## src/rtl/fitness_sorter_if.sv

```systemverilog
// fitness_sorter_if: RAM request/acknowledge bus between the fitness sorter
// (master) and the genome DNA memory (slave).
//   ram_req   master->slave  access request, held until ram_ack
//   ram_we    master->slave  1 = write, 0 = read
//   ram_addr  master->slave  word address
//   ram_wdata master->slave  write data
//   ram_ack   slave->master  one-cycle access-complete pulse
//   ram_rdata slave->master  read data, valid in the ram_ack cycle
interface fitness_sorter_if #(
    parameter int unsigned ADDR_W = 23,
    parameter int unsigned GENE_W = 16
);
    logic              ram_req;
    logic              ram_we;
    logic [ADDR_W-1:0] ram_addr;
    logic [GENE_W-1:0] ram_wdata;
    logic              ram_ack;
    logic [GENE_W-1:0] ram_rdata;

    modport master (
        output ram_req, ram_we, ram_addr, ram_wdata,
        input  ram_ack, ram_rdata
    );

    modport slave (
        input  ram_req, ram_we, ram_addr, ram_wdata,
        output ram_ack, ram_rdata
    );
endinterface

```

## src/rtl/fitness_sorter.sv

```systemverilog
// fitness_sorter: ranks NETWORKS genomes by fitness (descending, stable
// bubble sort) and mirrors every fitness swap by swapping the two DNA
// records in external RAM, so slot i ends up holding the i-th best network.
//
// Ports:
//   clk, rst          clock (rising edge), asynchronous active-high reset
//   fit_we/idx/data   fitness table load, accepted only while idle
//   start             single-cycle pulse that begins a sort
//   busy              sort in progress
//   done              one-cycle pulse at sort completion
//   best_fit          fitness table entry 0
//   ram               RAM req/ack bus (master side)
//
// Optional build macro FITNESS_SORT_EARLY_EXIT_EN: finish as soon as a whole
// pass completes without a swap instead of always running NETWORKS-1 passes.
module fitness_sorter #(
    parameter int unsigned NETWORKS  = 16,
    parameter int unsigned IDX_W     = 4,
    parameter int unsigned FIT_W     = 16,
    parameter int unsigned GENE_W    = 16,
    parameter int unsigned DNA_LEN   = 11,
    parameter int unsigned ADDR_W    = 23,
    parameter int unsigned BASE_ADDR = 0
) (
    input  logic               clk,
    input  logic               rst,
    input  logic               fit_we,
    input  logic [IDX_W-1:0]   fit_idx,
    input  logic [FIT_W-1:0]   fit_data,
    input  logic               start,
    output logic               busy,
    output logic               done,
    output logic [FIT_W-1:0]   best_fit,
    fitness_sorter_if.master   ram
);

    localparam int unsigned GCNT_W = (DNA_LEN > 1) ? $clog2(DNA_LEN) : 1;
    localparam logic [IDX_W:0] NET_CNT = (IDX_W+1)'(NETWORKS);

    typedef enum logic [2:0] {
        IDLE,
        CMP,
        RD_A,
        RD_B,
        WR_A,
        WR_B,
        DONE
    } stateType;

    stateType          state;
    logic [FIT_W-1:0]  fitTable [NETWORKS];
    logic [GENE_W-1:0] bufA [DNA_LEN];
    logic [GENE_W-1:0] bufB [DNA_LEN];
    logic [IDX_W-1:0]  idx;
    logic [IDX_W:0]    pass;
    logic [GCNT_W-1:0] gene;
`ifdef FITNESS_SORT_EARLY_EXIT_EN
    logic              passSwapped;
`endif

    logic [IDX_W-1:0]  idxNext;
    logic              lastPair;
    logic              sortEnd;
    logic              doSwap;
    logic              lastGene;
    logic              advance;
    logic              isWrite;
    logic [IDX_W-1:0]  netSel;
    logic [ADDR_W-1:0] geneAddr;
    logic [GENE_W-1:0] geneWdata;

    assign best_fit = fitTable[0];

    always_comb begin
        idxNext  = idx + 1'b1;
        lastPair = (idx == IDX_W'(NETWORKS - 2));
        sortEnd  = (pass == (IDX_W+1)'(NETWORKS - 2));
`ifdef FITNESS_SORT_EARLY_EXIT_EN
        sortEnd  = sortEnd || !passSwapped;
`endif
        // Strict less-than keeps equal fitnesses in place (stable sort).
        doSwap   = (fitTable[idx] < fitTable[idxNext]);
        lastGene = (gene == GCNT_W'(DNA_LEN - 1));
        isWrite  = (state == WR_A) || (state == WR_B);
        netSel   = ((state == RD_B) || (state == WR_B)) ? idxNext : idx;
        geneAddr = ADDR_W'(BASE_ADDR) + ADDR_W'(netSel) * ADDR_W'(DNA_LEN)
                 + ADDR_W'(gene);
        // Network i receives B's DNA, network i+1 receives A's.
        geneWdata = (state == WR_A) ? bufB[gene] : bufA[gene];
        // The index advance happens either straight from a non-swapping
        // compare or after the final write of a DNA swap.
        advance  = ((state == CMP) && !doSwap)
                || ((state == WR_B) && ram.ram_req && ram.ram_ack && lastGene);
    end

    always_ff @(posedge clk or posedge rst) begin
        if (rst) begin
            state         <= IDLE;
            busy          <= 1'b0;
            done          <= 1'b0;
            ram.ram_req   <= 1'b0;
            ram.ram_we    <= 1'b0;
            ram.ram_addr  <= '0;
            ram.ram_wdata <= '0;
            idx           <= '0;
            pass          <= '0;
            gene          <= '0;
`ifdef FITNESS_SORT_EARLY_EXIT_EN
            passSwapped   <= 1'b0;
`endif
            for (int unsigned k = 0; k < NETWORKS; k++) fitTable[k] <= '0;
            for (int unsigned k = 0; k < DNA_LEN; k++) begin
                bufA[k] <= '0;
                bufB[k] <= '0;
            end
        end else begin
            done <= 1'b0;
            case (state)
                IDLE: begin
                    if (fit_we && ({1'b0, fit_idx} < NET_CNT))
                        fitTable[fit_idx] <= fit_data;
                    if (start) begin
                        busy  <= 1'b1;
                        pass  <= '0;
                        idx   <= '0;
`ifdef FITNESS_SORT_EARLY_EXIT_EN
                        passSwapped <= 1'b0;
`endif
                        state <= CMP;
                    end
                end
                CMP: begin
                    if (doSwap) begin
                        fitTable[idx]     <= fitTable[idxNext];
                        fitTable[idxNext] <= fitTable[idx];
`ifdef FITNESS_SORT_EARLY_EXIT_EN
                        passSwapped <= 1'b1;
`endif
                        gene  <= '0;
                        state <= RD_A;
                    end
                end
                RD_A, RD_B, WR_A, WR_B: begin
                    // ram_req low here guarantees the idle cycle between
                    // accesses; an ack seen while req is low is ignored.
                    if (!ram.ram_req) begin
                        ram.ram_req  <= 1'b1;
                        ram.ram_we   <= isWrite;
                        ram.ram_addr <= geneAddr;
                        if (isWrite) ram.ram_wdata <= geneWdata;
                    end else if (ram.ram_ack) begin
                        ram.ram_req <= 1'b0;
                        if (state == RD_A) bufA[gene] <= ram.ram_rdata;
                        if (state == RD_B) bufB[gene] <= ram.ram_rdata;
                        if (lastGene) begin
                            gene <= '0;
                            case (state)
                                RD_A:    state <= RD_B;
                                RD_B:    state <= WR_A;
                                WR_A:    state <= WR_B;
                                default: state <= CMP;
                            endcase
                        end else begin
                            gene <= gene + 1'b1;
                        end
                    end
                end
                DONE: state <= IDLE;
                default: state <= IDLE;
            endcase

            if (advance) begin
                if (lastPair) begin
                    idx  <= '0;
                    pass <= pass + 1'b1;
`ifdef FITNESS_SORT_EARLY_EXIT_EN
                    passSwapped <= 1'b0;
`endif
                    if (sortEnd) begin
                        state <= DONE;
                        done  <= 1'b1;
                        busy  <= 1'b0;
                    end else begin
                        state <= CMP;
                    end
                end else begin
                    idx   <= idxNext;
                    state <= CMP;
                end
            end
        end
    end

endmodule
```

## src/flat_wrapper.sv

```systemverilog
// flat-port wrapper written by rule: the top's interface ports become plain ports
module fitness_sorter_flat 
#(
    parameter int unsigned NETWORKS  = 16,
    parameter int unsigned IDX_W     = 4,
    parameter int unsigned FIT_W     = 16,
    parameter int unsigned GENE_W    = 16,
    parameter int unsigned DNA_LEN   = 11,
    parameter int unsigned ADDR_W    = 23,
    parameter int unsigned BASE_ADDR = 0
)
  (clk, rst, fit_we, fit_idx, fit_data, start, busy, done, best_fit, ram_ram_req, ram_ram_we, ram_ram_addr, ram_ram_wdata, ram_ram_ack, ram_ram_rdata);
  fitness_sorter_if #(.ADDR_W(ADDR_W), .GENE_W(GENE_W)) ram_i ();
  input  logic clk;
  input  logic rst;
  input  logic fit_we;
  input  logic [IDX_W-1:0] fit_idx;
  input  logic [FIT_W-1:0] fit_data;
  input  logic start;
  output logic busy;
  output logic done;
  output logic [FIT_W-1:0] best_fit;
  output wire logic [$bits(ram_i.ram_req)-1:0] ram_ram_req;
  output wire logic [$bits(ram_i.ram_we)-1:0] ram_ram_we;
  output wire logic [$bits(ram_i.ram_addr)-1:0] ram_ram_addr;
  output wire logic [$bits(ram_i.ram_wdata)-1:0] ram_ram_wdata;
  input wire logic [$bits(ram_i.ram_ack)-1:0] ram_ram_ack;
  input wire logic [$bits(ram_i.ram_rdata)-1:0] ram_ram_rdata;
  assign ram_ram_req = ram_i.ram_req;
  assign ram_ram_we = ram_i.ram_we;
  assign ram_ram_addr = ram_i.ram_addr;
  assign ram_ram_wdata = ram_i.ram_wdata;
  assign ram_i.ram_ack = ram_ram_ack;
  assign ram_i.ram_rdata = ram_ram_rdata;
  fitness_sorter #(.NETWORKS(NETWORKS), .IDX_W(IDX_W), .FIT_W(FIT_W), .GENE_W(GENE_W), .DNA_LEN(DNA_LEN), .ADDR_W(ADDR_W), .BASE_ADDR(BASE_ADDR)) u_core (.clk(clk), .rst(rst), .fit_we(fit_we), .fit_idx(fit_idx), .fit_data(fit_data), .start(start), .busy(busy), .done(done), .best_fit(best_fit), .ram(ram_i));
endmodule
```

## config.mk

```make
export PLATFORM = sky130hd
export DESIGN_NAME = fitness_sorter_flat
export DESIGN_NICKNAME = d
export VERILOG_FILES = /design/src/rtl/fitness_sorter_if.sv /design/src/rtl/fitness_sorter.sv /design/src/flat_wrapper.sv
export SDC_FILE = /design/constraint.sdc
export NUM_CORES = 2
export LEC_CHECK = 0
export ABC_AREA = 0
export CAP_MARGIN = 20
export CORE_MARGIN = 2
export CORE_UTILIZATION = 57
export CTS_CLUSTER_DIAMETER = 120
export CTS_CLUSTER_SIZE = 28
export DETAILED_ROUTE_END_ITERATION = 7
export PLACE_DENSITY = 0.74
export SETUP_SLACK_MARGIN = 0.02
export SLEW_MARGIN = 20
export SYNTH_ARGS = -nofsm -noshare
export SYNTH_HDL_FRONTEND = slang
export SYNTH_SLANG_ARGS = --single-unit
```

## constraint.sdc

```tcl
create_clock -name clk -period 22.2 [get_ports clk]
set_clock_uncertainty 0.2 [all_clocks]
set_input_delay 5.55 -clock clk [delete_from_list [all_inputs] [get_ports clk]]
set_output_delay 5.55 -clock clk [all_outputs]
set_load 0.01 [all_outputs]
```

### Yosys cells after proc, flatten, opt, wreduce, memory -nomap -nowiden

Index checks and enable logic that the tools add are counted.

* flip-flop bits (word level): 667
* input bits: 41
* logic and storage cells: 173

* $add $sub $neg: 4
* multiply operators: 1
* $lt $le $gt $ge: 9
* equality and inequality tests: 17
* muxes and demuxes: 63
* bitwise gates (word level): 5
* reductions and logical operators: 26

Operator list (number)
* $bwmux W256: 3
* $mux W256: 2
* $pmux W256 S2: 1
* $bwmux W176: 2
* $bmux W16 S4: 4
* $demux W16 S4: 4
* $mux W16: 13
* $mux W4: 9
* $mux W3: 8
* $ge A5 B5 Y1 const B: 4
* $lt A5 B1 Y1 const B: 4
* $mux W5: 4
* $not A4 Y5: 4
* $pmux W3 S3: 2
* $lt A16 B16 Y1: 1
* $reduce_and A4 Y1: 3
* $mux W1: 10
* $add A8 B4 Y9: 1
* $ne A3 B1 Y1 const B: 3
* $add A4 B1 Y4 const B: 2
* $eq A4 B4 Y1 const B: 2
* $logic_and A1 B1 Y1: 8
* $mul A4 B4 Y8 const B: 1
* $pmux W4 S2: 1
* other kinds (17): 29

### Logic depth before layout (Yosys ltp)

* word-level depth: 11
* depth in mapped cells: 25
* gate-level depth less buffers: 18

### Least setup slack after synthesis

Ideal clock, no wire load.

* kind: input to register
* from: input port ram_ram_ack
* to: register u_core.bufA[16] in the netlist's numbering
* setup time: 125 ps
* arrival: 7423 ps
* slack: 14453 ps
* stages: 6
* cells stage by stage: nand2_1 -> or3_1 -> clkbuf_1 -> nor3_1 -> clkbuf_1 -> mux2_2

* longest elaborated chain between the ends: 1

Ends and longest elaborated chain
* from (decl): RTL line flat_wrapper.sv:27 `input wire logic [$bits(ram_i.ram_ack)-1:0] ram_ram_ack;`
* $reduce_and A4 Y1 (no source line)
* to (signal, indexed assignment): RTL line fitness_sorter.sv:153 `if (state == RD_A) bufA[gene] <= ram.ram_rdata;`
* to (decl): RTL line fitness_sorter.sv:52 `logic [GENE_W-1:0] bufA [DNA_LEN];`

Every way passes these cells.
A chain may end at the register's enable or synchronous reset.

==> reports/qor.yml <==
route:
  routedWlPerCell_um: 30.0
  vias: 28600
  first_pass_iters: 6
  viasPerCell: 7.46
  post-route-drc-count: 0
  drt-total-wl_um: 115000
  final_antenna_net_count: 0
  drt_iter0_markers: 3714
cts:
  cts_made_buffers: 27
  ctsRootBufferMaster: "clkbuf_16"
  cts-resized-gates: 0
  clk_path_buf_depth: 3
  clk_latency_ps: 660
  cts.clk_slew.worst_paths_ps: 120
  cts_tree: "done"
  clock-sinks: 653
  holdBufCountCts: 0
  h-tree-depth: 1
  post_cts_buffers: 0
place:
  portBuffers: 85
  dpl.hpwl_um: 71400
  gp_routability_congestion: 0.920
worst_hold_path:
  hold_depth: 2
  holdCritStartpoint: "u_core.ram.ram_addr[4]"
  whs_endpoint: "u_core.ram.ram_addr[4]"
  hold_class: "flop to flop"
cells_and_area:
  layout.nets: 3052
  fillers: 5101
  drive_gt1_share_pct: 34.1
  num_antenna_cells: 0
  areaGrowthSynthToFinish_pct: 4.85
grt:
  use_met1_pct: 44.6
  grt.met2_usage_pct: 49.9
  grt_util_met3_pct: 8.03
  grt-ovfl-total: 0
  grt_pass1_vias: 29200
  busiest_layer: "met2"
  grt_first_pass_wirelength_um: 176000
  track_usage_pct: 32.7
  antenna_found_initial: 0
  grt_start_max_net_pins: 173
synth:
  synth_warnings: 0
  ys_top_cells_by_count: "dfrtp_1, mux2_2, a22o_1"
  ys_seq_elements: 653
  synth_top_family_by_area: "multiplexers"
  synthAdderAreaFrac_pct: 1.52
  synth_top_area_share_pct: 42.5
  yosysUniqueCellTypes: 69
  yosys.area.top_type: "dfrtp_1"
  synthMuxAreaShare_pct: 31.9
  syn_area_mm2: 0.0384
  ys.flop_type: "dfrtp_1"
  synth-compound-area-share_pct: 14.3
  synthSimpleGateAreaFrac_pct: 4.48
  synth_edf_count: 0
  synth.avg_cell_area_um2: 12.3
  synth_sequential_area_ratio_pct: 42.5
  ys_top_cells_by_area: "dfrtp_1, mux2_2, mux4_2"
  synth_xor_area_share_pct: 0.362
  yosys.cell_count.top_type: "dfrtp_1"
  async_reset_ff_share_pct: 100
  synthCells: 3121
sta:
  worstMarginPinSlew_ps: 1230
  rsz0062_at_grt: "false"
  slew_headroom_pct: 17.7
  fin_crit_ps: 8710
  fin_tns_setup_ps: 0
  hold_viol: 0
  setup_viol_count_final: 0
  period_share_pct: 39.3
  slew_violations: 0
  max_freq_mhz: 115
  hold_ws_ps: 295
die:
  initial_core_util_pct: 57.4
  core_mm2: 0.0669
  std_cell_rows: 95
  ios: 100
  die_x_um: 264
  fp.dieArea_mm2: 0.0695
  die_y_um: 264
worst_setup_path:
  cp_max_fo: 172
  end_kind: "asynchronous set/reset pin"
  critical_path_required_ps: 22650
  arrival_ps: 9160
  timing.rr.start: "u_core.idx[1]"
  slowest_stage: "buf_4"
  cp_slowest_stage_delay_ps: 860
  reg2reg_slack_ps: 13770
  crit_path_frequent_cell: "buf_4"
  reg2reg_depth: 16
  cp_top_family: "buffers and inverters"
  crit_buf_inv: 5
  worstSetupPathType: "input port to asynchronous set/reset pin"
  r2r_end: "u_core.fitTable[181]"
  worstSetupStartpointType: "input port"
  path_cells: "clkdlybuf4s50_1 > clkinvlp_4 > buf_4 > buf_4 > buf_12"
pwr:
  leakagePower_nw: 17.6
  ir_drop_mv: 0.102
  total_power_mw: 4.50
  power.density_mw_per_mm2: 112
flow_run:
  drv_cap: 0
outcome:
  status: "complete, no violations"
how the worst max path moves through the flow:
| stage | from | end | depth (start not counted) |
|---|---|---|---|
| 2_1_floorplan | rst | u_core.best_fit[0] | 1 |
| 6_report | rst | u_core.fitTable[16] | 5 |
| 5_1_grt | rst | u_core.fitTable[143] | 5 |
| 3_3_place_gp | rst | u_core.fitTable[88] | 5 |
| 4_1_cts | rst | u_core.fitTable[40] | 5 |
| 3_5_place_dp | rst | u_core.fitTable[209] | 5 |
cells in the final DEF (no fill, tap or decap), drive strengths merged, types with 8 or more instances in the layout:
cell type and count:
dfrtp 653, a21oi 35, buf 85, o21ai 84, inv 39, o211ai 13
a22o 244, ha 42, a221oi 21, a32oi 9, o22ai 242, mux2i 31
mux2 657, a21o 9, conb 14, nand2b 10, clkbuf 29, nand3 64
clkdlybuf4s50 85, nor2 57, a221o 12, xnor2 9, mux4 186, nor2b 15
nand2 198, a22oi 9, o311ai 8, nor3 21
cell type report:
| cell class | count | area, um^2 | share of cell area [%] |
|---|---|---|---|
| multi-input cells | 2074 | 20400 | 50.7 |
| repair buffers | 170 | 1520 | 3.78 |
| well taps | 873 | 1090 | 2.71 |
| inverters | 40 | 154 | 0.382 |
| clock inverters | 2 | 40.0 | 0.0994 |
| clock buffers | 29 | 683 | 1.70 |
| flip-flops and latches | 653 | 16400 | 40.6 |
power breakdown:
group | total [mW] | switching (mW) | internal [mW]
clock | 0.610 | 0.384 | 0.225
sequential | 1.72 | 0.222 | 1.50
combinational | 2.17 | 1.27 | 0.899
state kept, by name (all words and copies together), names as in the netlist, 3 cells and up:
name and flops:
u_core.bufB 176, u_core.ram.ram_wdata 16, u_core.gene 4, u_core.ram.ram_addr 9
u_core.state 3, u_core.idx 4, u_core.fitTable 240, u_core.bufA 176
u_core.best_fit 16, u_core.pass 5
stage by stage:
stage	instances	worst slack (ps)	util, %	cell area [um^2]
final	3841	13490	60.2	40300
after global routing	3841	12990	60.2	40300
after CTS	3838	13280	60.1	40200
after detailed placement	3807	12610	59.0	39500
after global placement	3807	12740	59.0	39500
after floorplan	3134	7530	-	38500
kinds of logic after synthesis:
family / after synthesis
other: 1
DFF: 653
muxes: 874
xor gates and xnor gates: 15
buffers and inverters: 407
AOI/OAI and AO/OA: 737
and+or+nand+nor: 389
adders and majority gates: 45
worst register-to-register path, stage by stage (launching register included):
cell      delay, ps
dfrtp_4         880
inv_1           310
ha_4            850
buf_4           730
mux4_2          620
nand2_1         190
nand3_1         100
nand2_1         550
ha_1            350
and3_1          260
a221o_1         370
a221oi_1        590
o21a_1          400
a21o_1          170
buf_4           380
o211a_1         960
mux2_2          430
layer usage:
| layer | vias up | share of wire, % |
|---|---|---|
| met1 | 14700 | 39 |
| met5 | - | 0 |
| met2 | 1918 | 46 |
| li1 | 11600 | - |
| met4 | 0 | 4.2 |
| met3 | 403 | 11 |
(Power assumes the default switching activity.)
